`src/rtl/fwd_hazard_unit.sv`:
```
// EX-stage forwarding and load-use hazard unit.
// Forwarding is purely combinational. The load-use stall is a two-state FSM
// with a 4-bit down-counter that inserts LOAD_LAT bubbles. MEM_Busy freezes
// the whole pipeline and holds ID/EX instead of bubbling it.
module fwd_hazard_unit #(
  parameter int unsigned NUM_SRC  = 2,
  parameter int unsigned ADDR_W   = 5,
  parameter int unsigned ZERO_REG = 31,
  parameter int unsigned LOAD_LAT = 1,
  parameter int unsigned CNT_W    = 32
) (
  input  logic                        clk,
  input  logic                        reset,
  input  logic [NUM_SRC*ADDR_W-1:0]   IF_ID_Src,
  input  logic [NUM_SRC-1:0]          IF_ID_SrcValid,
  input  logic [NUM_SRC*ADDR_W-1:0]   ID_EX_Src,
  input  logic [ADDR_W-1:0]           ID_EX_RegisterRd,
  input  logic                        ID_EX_MemRead,
  input  logic                        EX_MEM_RegWrite,
  input  logic [ADDR_W-1:0]           EX_MEM_RegisterRd,
  input  logic                        MEM_WB_RegWrite,
  input  logic [ADDR_W-1:0]           MEM_WB_RegisterRd,
  input  logic                        MEM_Busy,
  output logic [NUM_SRC*2-1:0]        Forward,
  output logic                        PC_Write,
  output logic                        IF_ID_Write,
  output logic                        ID_EX_Flush,
  output logic                        Stall,
  output logic [CNT_W-1:0]            StallCount
);

  localparam logic [ADDR_W-1:0] ZeroReg    = ADDR_W'(ZERO_REG);
  localparam logic [3:0]        LatMinus1  = 4'(LOAD_LAT - 1);
  localparam bit                MultiCycle = (LOAD_LAT > 1);

  typedef enum logic [0:0] {StRun, StLStall} stateT;

  stateT            stateQ, stateD;
  logic [3:0]       cntQ, cntD;
  logic [CNT_W-1:0] stallCntQ;
  logic             hz;

  // Per-operand forwarding select; EX/MEM has priority over MEM/WB
  always_comb begin
    Forward = '0;
    for (int unsigned i = 0; i < NUM_SRC; i++) begin
      if (EX_MEM_RegWrite && (EX_MEM_RegisterRd != ZeroReg) &&
          (EX_MEM_RegisterRd == ID_EX_Src[i*ADDR_W +: ADDR_W])) begin
        Forward[i*2 +: 2] = 2'b10;
      end else if (MEM_WB_RegWrite && (MEM_WB_RegisterRd != ZeroReg) &&
                   (MEM_WB_RegisterRd == ID_EX_Src[i*ADDR_W +: ADDR_W])) begin
        Forward[i*2 +: 2] = 2'b01;
      end else begin
        Forward[i*2 +: 2] = 2'b00;
      end
    end
  end

  // Load-use hazard: a load in EX writes a register that ID actually reads
  always_comb begin
    logic match;
    match = 1'b0;
    for (int unsigned i = 0; i < NUM_SRC; i++) begin
      if (IF_ID_SrcValid[i] && (IF_ID_Src[i*ADDR_W +: ADDR_W] == ID_EX_RegisterRd)) begin
        match = 1'b1;
      end
    end
    hz = ID_EX_MemRead && (ID_EX_RegisterRd != ZeroReg) && match;
  end

  // State and bubble counter register
  always_ff @(posedge clk or posedge reset) begin
    if (reset) begin
      stateQ <= StRun;
      cntQ   <= 4'd0;
    end else begin
      stateQ <= stateD;
      cntQ   <= cntD;
    end
  end

  // Next-state logic; everything holds while memory is busy
  always_comb begin
    stateD = stateQ;
    cntD   = cntQ;
    if (!MEM_Busy) begin
      unique case (stateQ)
        StRun: begin
          // The first bubble is issued from RUN; LSTALL covers the rest
          if (hz && MultiCycle) begin
            cntD   = LatMinus1;
            stateD = StLStall;
          end
        end
        StLStall: begin
          cntD = cntQ - 4'd1;
          if (cntQ == 4'd1) begin
            stateD = StRun;
          end
        end
        default: begin
          stateD = StRun;
          cntD   = 4'd0;
        end
      endcase
    end
  end

  // Pipeline control outputs; busy holds ID/EX rather than bubbling it
  always_comb begin
    PC_Write    = 1'b1;
    IF_ID_Write = 1'b1;
    ID_EX_Flush = 1'b0;
    if (MEM_Busy) begin
      PC_Write    = 1'b0;
      IF_ID_Write = 1'b0;
    end else if ((stateQ == StLStall) || hz) begin
      // hz is irrelevant in LSTALL since ID/EX already holds a bubble
      PC_Write    = 1'b0;
      IF_ID_Write = 1'b0;
      ID_EX_Flush = 1'b1;
    end
    Stall = ~PC_Write;
  end

  // Saturating count of stalled cycles
  always_ff @(posedge clk or posedge reset) begin
    if (reset) begin
      stallCntQ <= '0;
    end else if (Stall && (stallCntQ != {CNT_W{1'b1}})) begin
      stallCntQ <= stallCntQ + CNT_W'(1);
    end
  end

  assign StallCount = stallCntQ;

endmodule
```
`config.mk`:
```
export PLATFORM = sky130hd
export DESIGN_NAME = fwd_hazard_unit
export DESIGN_NICKNAME = d
export VERILOG_FILES = /design/src/rtl/fwd_hazard_unit.sv
export SDC_FILE = /design/constraint.sdc
export NUM_CORES = 1
export LEC_CHECK = 0
export ABC_AREA = 1
export CORE_UTILIZATION = 45
export DETAILED_ROUTE_END_ITERATION = 10
export PLACE_DENSITY = 0.86
export SLEW_MARGIN = 0
export SYNTH_ARGS = -nofsm -noshare
export SYNTH_HDL_FRONTEND = slang
export SYNTH_SLANG_ARGS = --single-unit
```
`constraint.sdc`:
```
create_clock -name clk -period 4.93 [get_ports clk]
set_input_delay 0.986 -clock clk [delete_from_list [all_inputs] [get_ports clk]]
set_output_delay 0.986 -clock clk [all_outputs]
set_load 0.01 [all_outputs]
```
==> flow_summary.toml <==
[run_status]
status = "complete, no violations"

[grt]
overflow = 0
grt_start_max_net_pins = 41
grt_antenna_before_repair = 0
grt_pass1_vias = 2805
grt_pass1_wl_um = 12190
grt.total_usage_pct = 23.06

[final_layout]
antenna_cells = 0
area_growth_pct = 33.70
mostFrequentLayoutCells = "nand2_1 (165), clkdlybuf4s50_1 (82), nor2_1 (50), nand3_1 (49), inv_1 (44)"
drive_gt1_share_pct = 3.416
nFillCells = 564
final_common_cell = "nand2_1"
finish.net_count = 572
stdcell_count = 604

[clock_tree]
cts_resized = 0
root_buffer = "clkbuf_8"
clockBufferDepth = 2
holdBufCountCts = 0
cts_tree = "yes"
numCtsBuffers = 5
clock_latency_ps = 290
post_cts_buffers = 0
cts.htree.levels = 2
cts.clk_slew.worst_paths_ps = 70
clock-sinks = 37

[worst_setup_path]
cp.depth = 7
cp.arrival_ps = 2710
reg2regPathDepth = 10
crit_path_frequent_cell = "clkdlybuf4s50_1"
crit_type = "in2out"
start_kind = "input port"
cp_max_fo = 3
critical_path.slowest_cell = "clkdlybuf4s50_1"
worst-path-buf-inv = 3
r2r_start = "StallCount[0]$_DFFE_PP0P_"
cpPeakStageDelay_ps = 530
critPathCaptureType = "output port"
required_ps = 3940
reg2reg_slack_ps = 2970
worstPathCellList = "clkdlybuf4s50_1 -> xor2_1 -> nor2_1 -> nor3b_1 -> nand3_1 -> inv_1 -> clkdlybuf4s50_1"
critPathTopFamily = "buffers and inverters"
r2r-end = "StallCount[20]$_DFFE_PP0P_"

[die]
die_h_um = 82.63
rows = 29
dieArea_um2 = 6827
initial_utilization_pct = 46.33
die_x_um = 82.63
design.core.area_um2 = 6314
io_pins = 83

[synthesis]
yosysTopAreaCell = "dfrtp_1"
syn-instance-count = 444
syn-mean-instance-area_um2 = 6.589
yosysUniqueCellTypes = 29
netlist_area_um2 = 2925
ys_top_cells_by_area = "dfrtp_1 (32%), nand2_1 (21%), nand3_1 (8.4%)"
synth_fp_nets = 490
ys_seq_area_share_pct = 31.65
ys_ff_latch = 37
synth_top_cell_area_share_pct = 31.65
ys.warnings.count = 0

[timing]
period_needed_ps = 3696
hold_ws_ps = 473.4
hold_viol = 0
worstMarginPinSlew_ps = 459.8
fmax_ghz = 0.2705
skew_ps = 7.444
tns_ps = 0
rsz0062_at_grt = "false"
fin_crit_sh_pct = 74.98
final-setup-viol-count = 0
slew_viol_final = 0
max_slew_margin_pct = 69.35
setup_slack_ps = 1234

[detailed_routing]
wl_met1_um = 3217
vias_per_cell = 5.058
vias = 3055
top_layer_used = "met4"
ant_nets = 0
first_pass_iters = 5
drc = 0
routed_wl_um = 7368
routedWlPerCell_um = 12.20
drt_iter0_markers = 180
wl_met3_um = 299
met2_length_um = 3710

[pwr]
total_leakage_power_nw = 1.818
cellPowerDensity_nw_per_um2 = 259.8
ir_worst_vdd_uv = 180.1

[hold_path]
hold_depth = 1
holdCritStartpoint = "cntQ[3]$_DFFE_PP0P_"
hold_path_class = "reg2reg"
worstHoldEndpoint = "cntQ[3]$_DFFE_PP0P_"

[placement]
dp_cells = 596
portBuffers = 82
place_congestion = 0.9188
pre_cts_slack_ps = 1220
hpwl_um = 5789

[flow_run]
cap_violations = 0
==> worst register-to-register path: stages (launching register included) <==
cell     delay, ps
dfrtp_1        410
ha_1           300
nand3_4        140
inv_1           80
nand2_1         80
nor2_1         170
nand3_1        180
o21ai_0        250
inv_1          100
nand3_1         90
nand2_1         50
==> Yosys cell counts, drive strengths merged <==
cell and count:
a21oi 1, a31oi 1, xor2 23, dfrtp 37
nor3 9, o21a 2, nand2 166, inv 46
nand3b 5, nor2 53, o21ai 3, and2 1
nand4 12, nand3 52, buf 8, nor4 3
xnor2 16, ha 3, clkbuf 1, nor3b 2
==> per-stage QoR <==
| stage | instance area (um2) | util, % | power, mW |
|---|---|---|---|
| 3_5_place_dp | 3795 | 60.11 | 0.7507 |
| 3_3_place_gp | 3795 | 60.11 | 0.7355 |
| 5_1_grt | 3911 | 61.95 | 1.080 |
| 4_1_cts | 3911 | 61.95 | 1.026 |
| 6_report | 3911 | 61.95 | 1.016 |
| 2_1_floorplan | 2925 | - | 0.6079 |
==> registers in the layout (all words and copies together) (netlist names) <==
register and count:
cntQ 4, StallCount 32, stateQ 1
==> logic make-up after synthesis <==
logic type / after synthesis / share of synthesized area, %
xor gates and xnor gates: 39 / 11.68
and+or+nand+nor: 303 / 45.85
buffers and inverters: 55 / 8.126
adders and majority gates: 3 / 1.283
AOI/OAI and AO/OA: 7 / 1.411
DFF: 37 / 31.65
==> routing by layer <==
layer / up-vias / GRT usage [%]
met1: 1388 / 28.77
li1: 1566 / -
met2: 87 / 39.92
met3: 14 / 4.066
met4: 0 / 7.759
met5: - / 0
==> area by class of cell <==
cell class                 count  area [um2]  area share (%)
multi-input combinational    352        1762           45.04
sequential                    37       925.9           23.67
timing repair buffer          84       835.8           21.37
inverter                      46       175.2           4.479
tap                           77       96.34           2.463
clock buffer                   7       86.33           2.207
clock inverter                 1       30.03          0.7678
==> report_power, final <==
part           internal (mW)  switching (mW)  leakage [nW]
Sequential             0.348          0.0545         0.500
Combinational          0.163           0.179          1.26
Clock                  0.165           0.107        0.0585
Total                  0.675           0.341          1.82
==> how the worst max path moves through the flow <==
stage                         startpoint          end
floorplan            ID_EX_RegisterRd[4]     PC_Write
global placement     ID_EX_RegisterRd[3]  ID_EX_Flush
detailed placement   ID_EX_RegisterRd[3]  ID_EX_Flush
CTS                  ID_EX_RegisterRd[3]  ID_EX_Flush
global route         ID_EX_RegisterRd[3]  IF_ID_Write
finish              EX_MEM_RegisterRd[3]   Forward[3]
Power figures use the tool's default switching activity.
==> patch: new RTL, same settings <==
Change the parameter `NUM_SRC` from 2 to 4.
--- a/src/rtl/fwd_hazard_unit.sv
+++ b/src/rtl/fwd_hazard_unit.sv
@@ -3,7 +3,7 @@
 // with a 4-bit down-counter that inserts LOAD_LAT bubbles. MEM_Busy freezes
 // the whole pipeline and holds ID/EX instead of bubbling it.
 module fwd_hazard_unit #(
-  parameter int unsigned NUM_SRC  = 2,
+  parameter int unsigned NUM_SRC  = 4,
   parameter int unsigned ADDR_W   = 5,
   parameter int unsigned ZERO_REG = 31,
   parameter int unsigned LOAD_LAT = 1,
Ports: changed (resized Forward, ID_EX_Src, IF_ID_Src and IF_ID_SrcValid); port bits go from 83 to 109. No check against the original RTL was run, so the function may have changed too.
==> patch against the original RTL <==
  * Hold slack improved by 31 ps
  * Highest routed layer unchanged
  * Worst setup slack got worse by 230 ps
  * Synthesized area rose by 13%
  * Routed wire length rose by 26%
  * Sequential cell count did not move
  * Power rose by 9.3%
  * Clock power barely moved
  * Cell area rose by 16%
  * Largest power group is now combinational logic
==> patch: results (changes against the original RTL) <==
- Status: complete, no violations
- The placed instance area was 4420 um^2 (+16%).
* Number of unique standard cell types used by synthesis: 33 (+14%)
* Resized cells post-CTS: 0 (unchanged)
* Stage delay of the slowest cell on the critical path: 590 ps (+60 ps)
- Total GRT Usage: 25.1% (+2.0 points)
* Top cells by area in the synthesized netlist: dfrtp_1, nand2_1, xnor2_1
* Final clock skew: 8.13 ps (+0.684 ps)
- Static leakage: 2.13 nW (+17%)
* Clock buffer count from CTS: 5 (unchanged)
- Critical path's top delay family: buffers and inverters
- The number of multi-input combinational cells came to 388 (+10%).
* Non-Clock Buffer Area Fraction: 24.2% (+2.8 points)
- The half-perimeter wire length after detailed placement came to 7220 um (+25%).
- The area taken by flip-flops and latches is 926 um^2 (unchanged).
- CP max stage cell: clkdlybuf4s50_1
- Clock-cell share of area: 2.54% (-0.44 points)
- Inverters, non-clock: 64 (+39%)
- Synth warn: 0 (unchanged)
* Sequential cell count of the final layout: 37 (unchanged)
- Number of H-tree branching levels: 2 (unchanged)
* Fillers: 614 (+8.9%)
- The wire length on met1 came to 3920 um (+22%).
- For the worst-skew pair, the clock arrives at the later sink with an insertion delay of ~300 ps.
- Sequential fraction of the synthesis area: 28.1% (-3.6 points)
- Met2 WL: 4650 um (+25%)
- The count of buffers added by post-CTS timing repair for setup came to 0 (unchanged).
* Total vias in the final route: 3581 (+17%)
* Wire length of the first global-routing pass: 15300 um (+25%)
* Fraction of power spent switching nets: 36.4% (+2.9 points)
* Max FFs per register: 32 (unchanged)
- Total number of nets in the final design: 674 (+18%)
- Iteration-0 DRC count of the detailed router: 320 (+78%)
- The fraction of final layout cells sized beyond drive strength 1 is 5.27% (+1.9 points).
- Number of diodes added for antenna fixing: 0 (unchanged)
- The slew at the pin closest to its max-slew limit is 576 ps (+116 ps).
* Post-synthesis async set-or-reset flop share: 100% (unchanged)
* Fraction of met2 tracks used by global routing: 45.5% (+5.5 points)
* Residual overflow from global routing: 0 (unchanged)
- Highest routing layer actually used: met4
* Worst endpoint data arrival time: 2940 ps (+230 ps)
- The weighted congestion reported at the end of routability-driven placement came to 0.931 (+1.3%).
* Met3 track demand over resource: 3.86% (-0.20 points)
- Met3 WL: 493 um (+65%)
- The quantity of I/O buffers inserted on ports came to 108 (+32%).
* CTS root buffer: clkbuf_8
- Pin count of the biggest net entering global routing: 49 (+20%)
- The highest net fanout along the worst path is 5 (+2).
- The maximum clock insertion buffer count came to 2 (unchanged).
* GR Util met1: 30.9% (+2.1 points)
- Wire length reported by the detailed router: 9250 um (+26%)
- The area used by multi-input combinational logic came to 2030 um^2 (+15%).
* Post-synth net total: 576 (+18%)
- Non-CTS buffers: 110 (+31%)
- After clock tree synthesis, the clock-pin slew on the worst setup and hold paths is 80 ps.
* Vias in the first global route: 3418 (+22%)
- The peak ir drop on the vdd network came to 0.000199 V (+10%).
- Top cells by count, synth: nand2_1, inv_1, nor2_1
patch: cell count changes after synthesis, sizes merged, moves of 8 or more:
| cell | change |
|---|---|
| nand2 | +11 |
| nand4 | +10 |
| inv | +18 |
| nand3 | -8 |
| nor3 | +8 |
| clkbuf | +10 |
| xnor2 | +16 |
patch: final timing paths:
path,start,endpoint,slack (ps),cells past startpoint
max,ID_EX_RegisterRd[1],ID_EX_Flush,1010,10
min,cntQ[0],cntQ[0],500,1
max reg2reg,StallCount[1],StallCount[14],2870,13
min reg2reg,cntQ[0],cntQ[0],500,1
max in group asynchronous,reset,StallCount[17],3500,3
min in group asynchronous,reset,StallCount[10],1080,3
patch: power groups by stage:
stage	clock, W	combinational, W	sequential, W
detailed placement	0	0.000431	0.000410
finish	0.000272	0.000433	0.000406
CTS	0.000274	0.000433	0.000405
floorplan	0	0.000262	0.000404
global placement	0	0.000413	0.000406
global route	0.000289	0.000475	0.000412
patch: through the flow:
| stage | total power, W | util, % | std cells | hold slack, ps | setup WS [ps] |
|---|---|---|---|---|---|
| floorplan | 0.000666 | - | 508 | 469 | 1800 |
| global placement | 0.000820 | 63.6 | 695 | 486 | 1090 |
| detailed placement | 0.000841 | 63.6 | 695 | 491 | 1020 |
| CTS | 0.00111 | 65.3 | 703 | 506 | 1020 |
| global route | 0.00118 | 65.3 | 703 | 536 | 893 |
| finish | 0.00111 | 65.3 | 703 | 505 | 1010 |
patch: logic make-up (layout without fill, tap and decap cells):
kind of cell / Yosys count / count (layout) / share of synthesized area [%]
AO/OA/AOI/OAI: 10 / 10 / 1.97
XOR/XNOR: 58 / 58 / 15.4
adder cells (fa/ha/maj): 3 / 3 / 1.14
buffers and inverters: 83 / 182 / 10.4
flip-flops: 37 / 37 / 28.1
AND/OR/NAND/NOR: 317 / 317 / 43.1
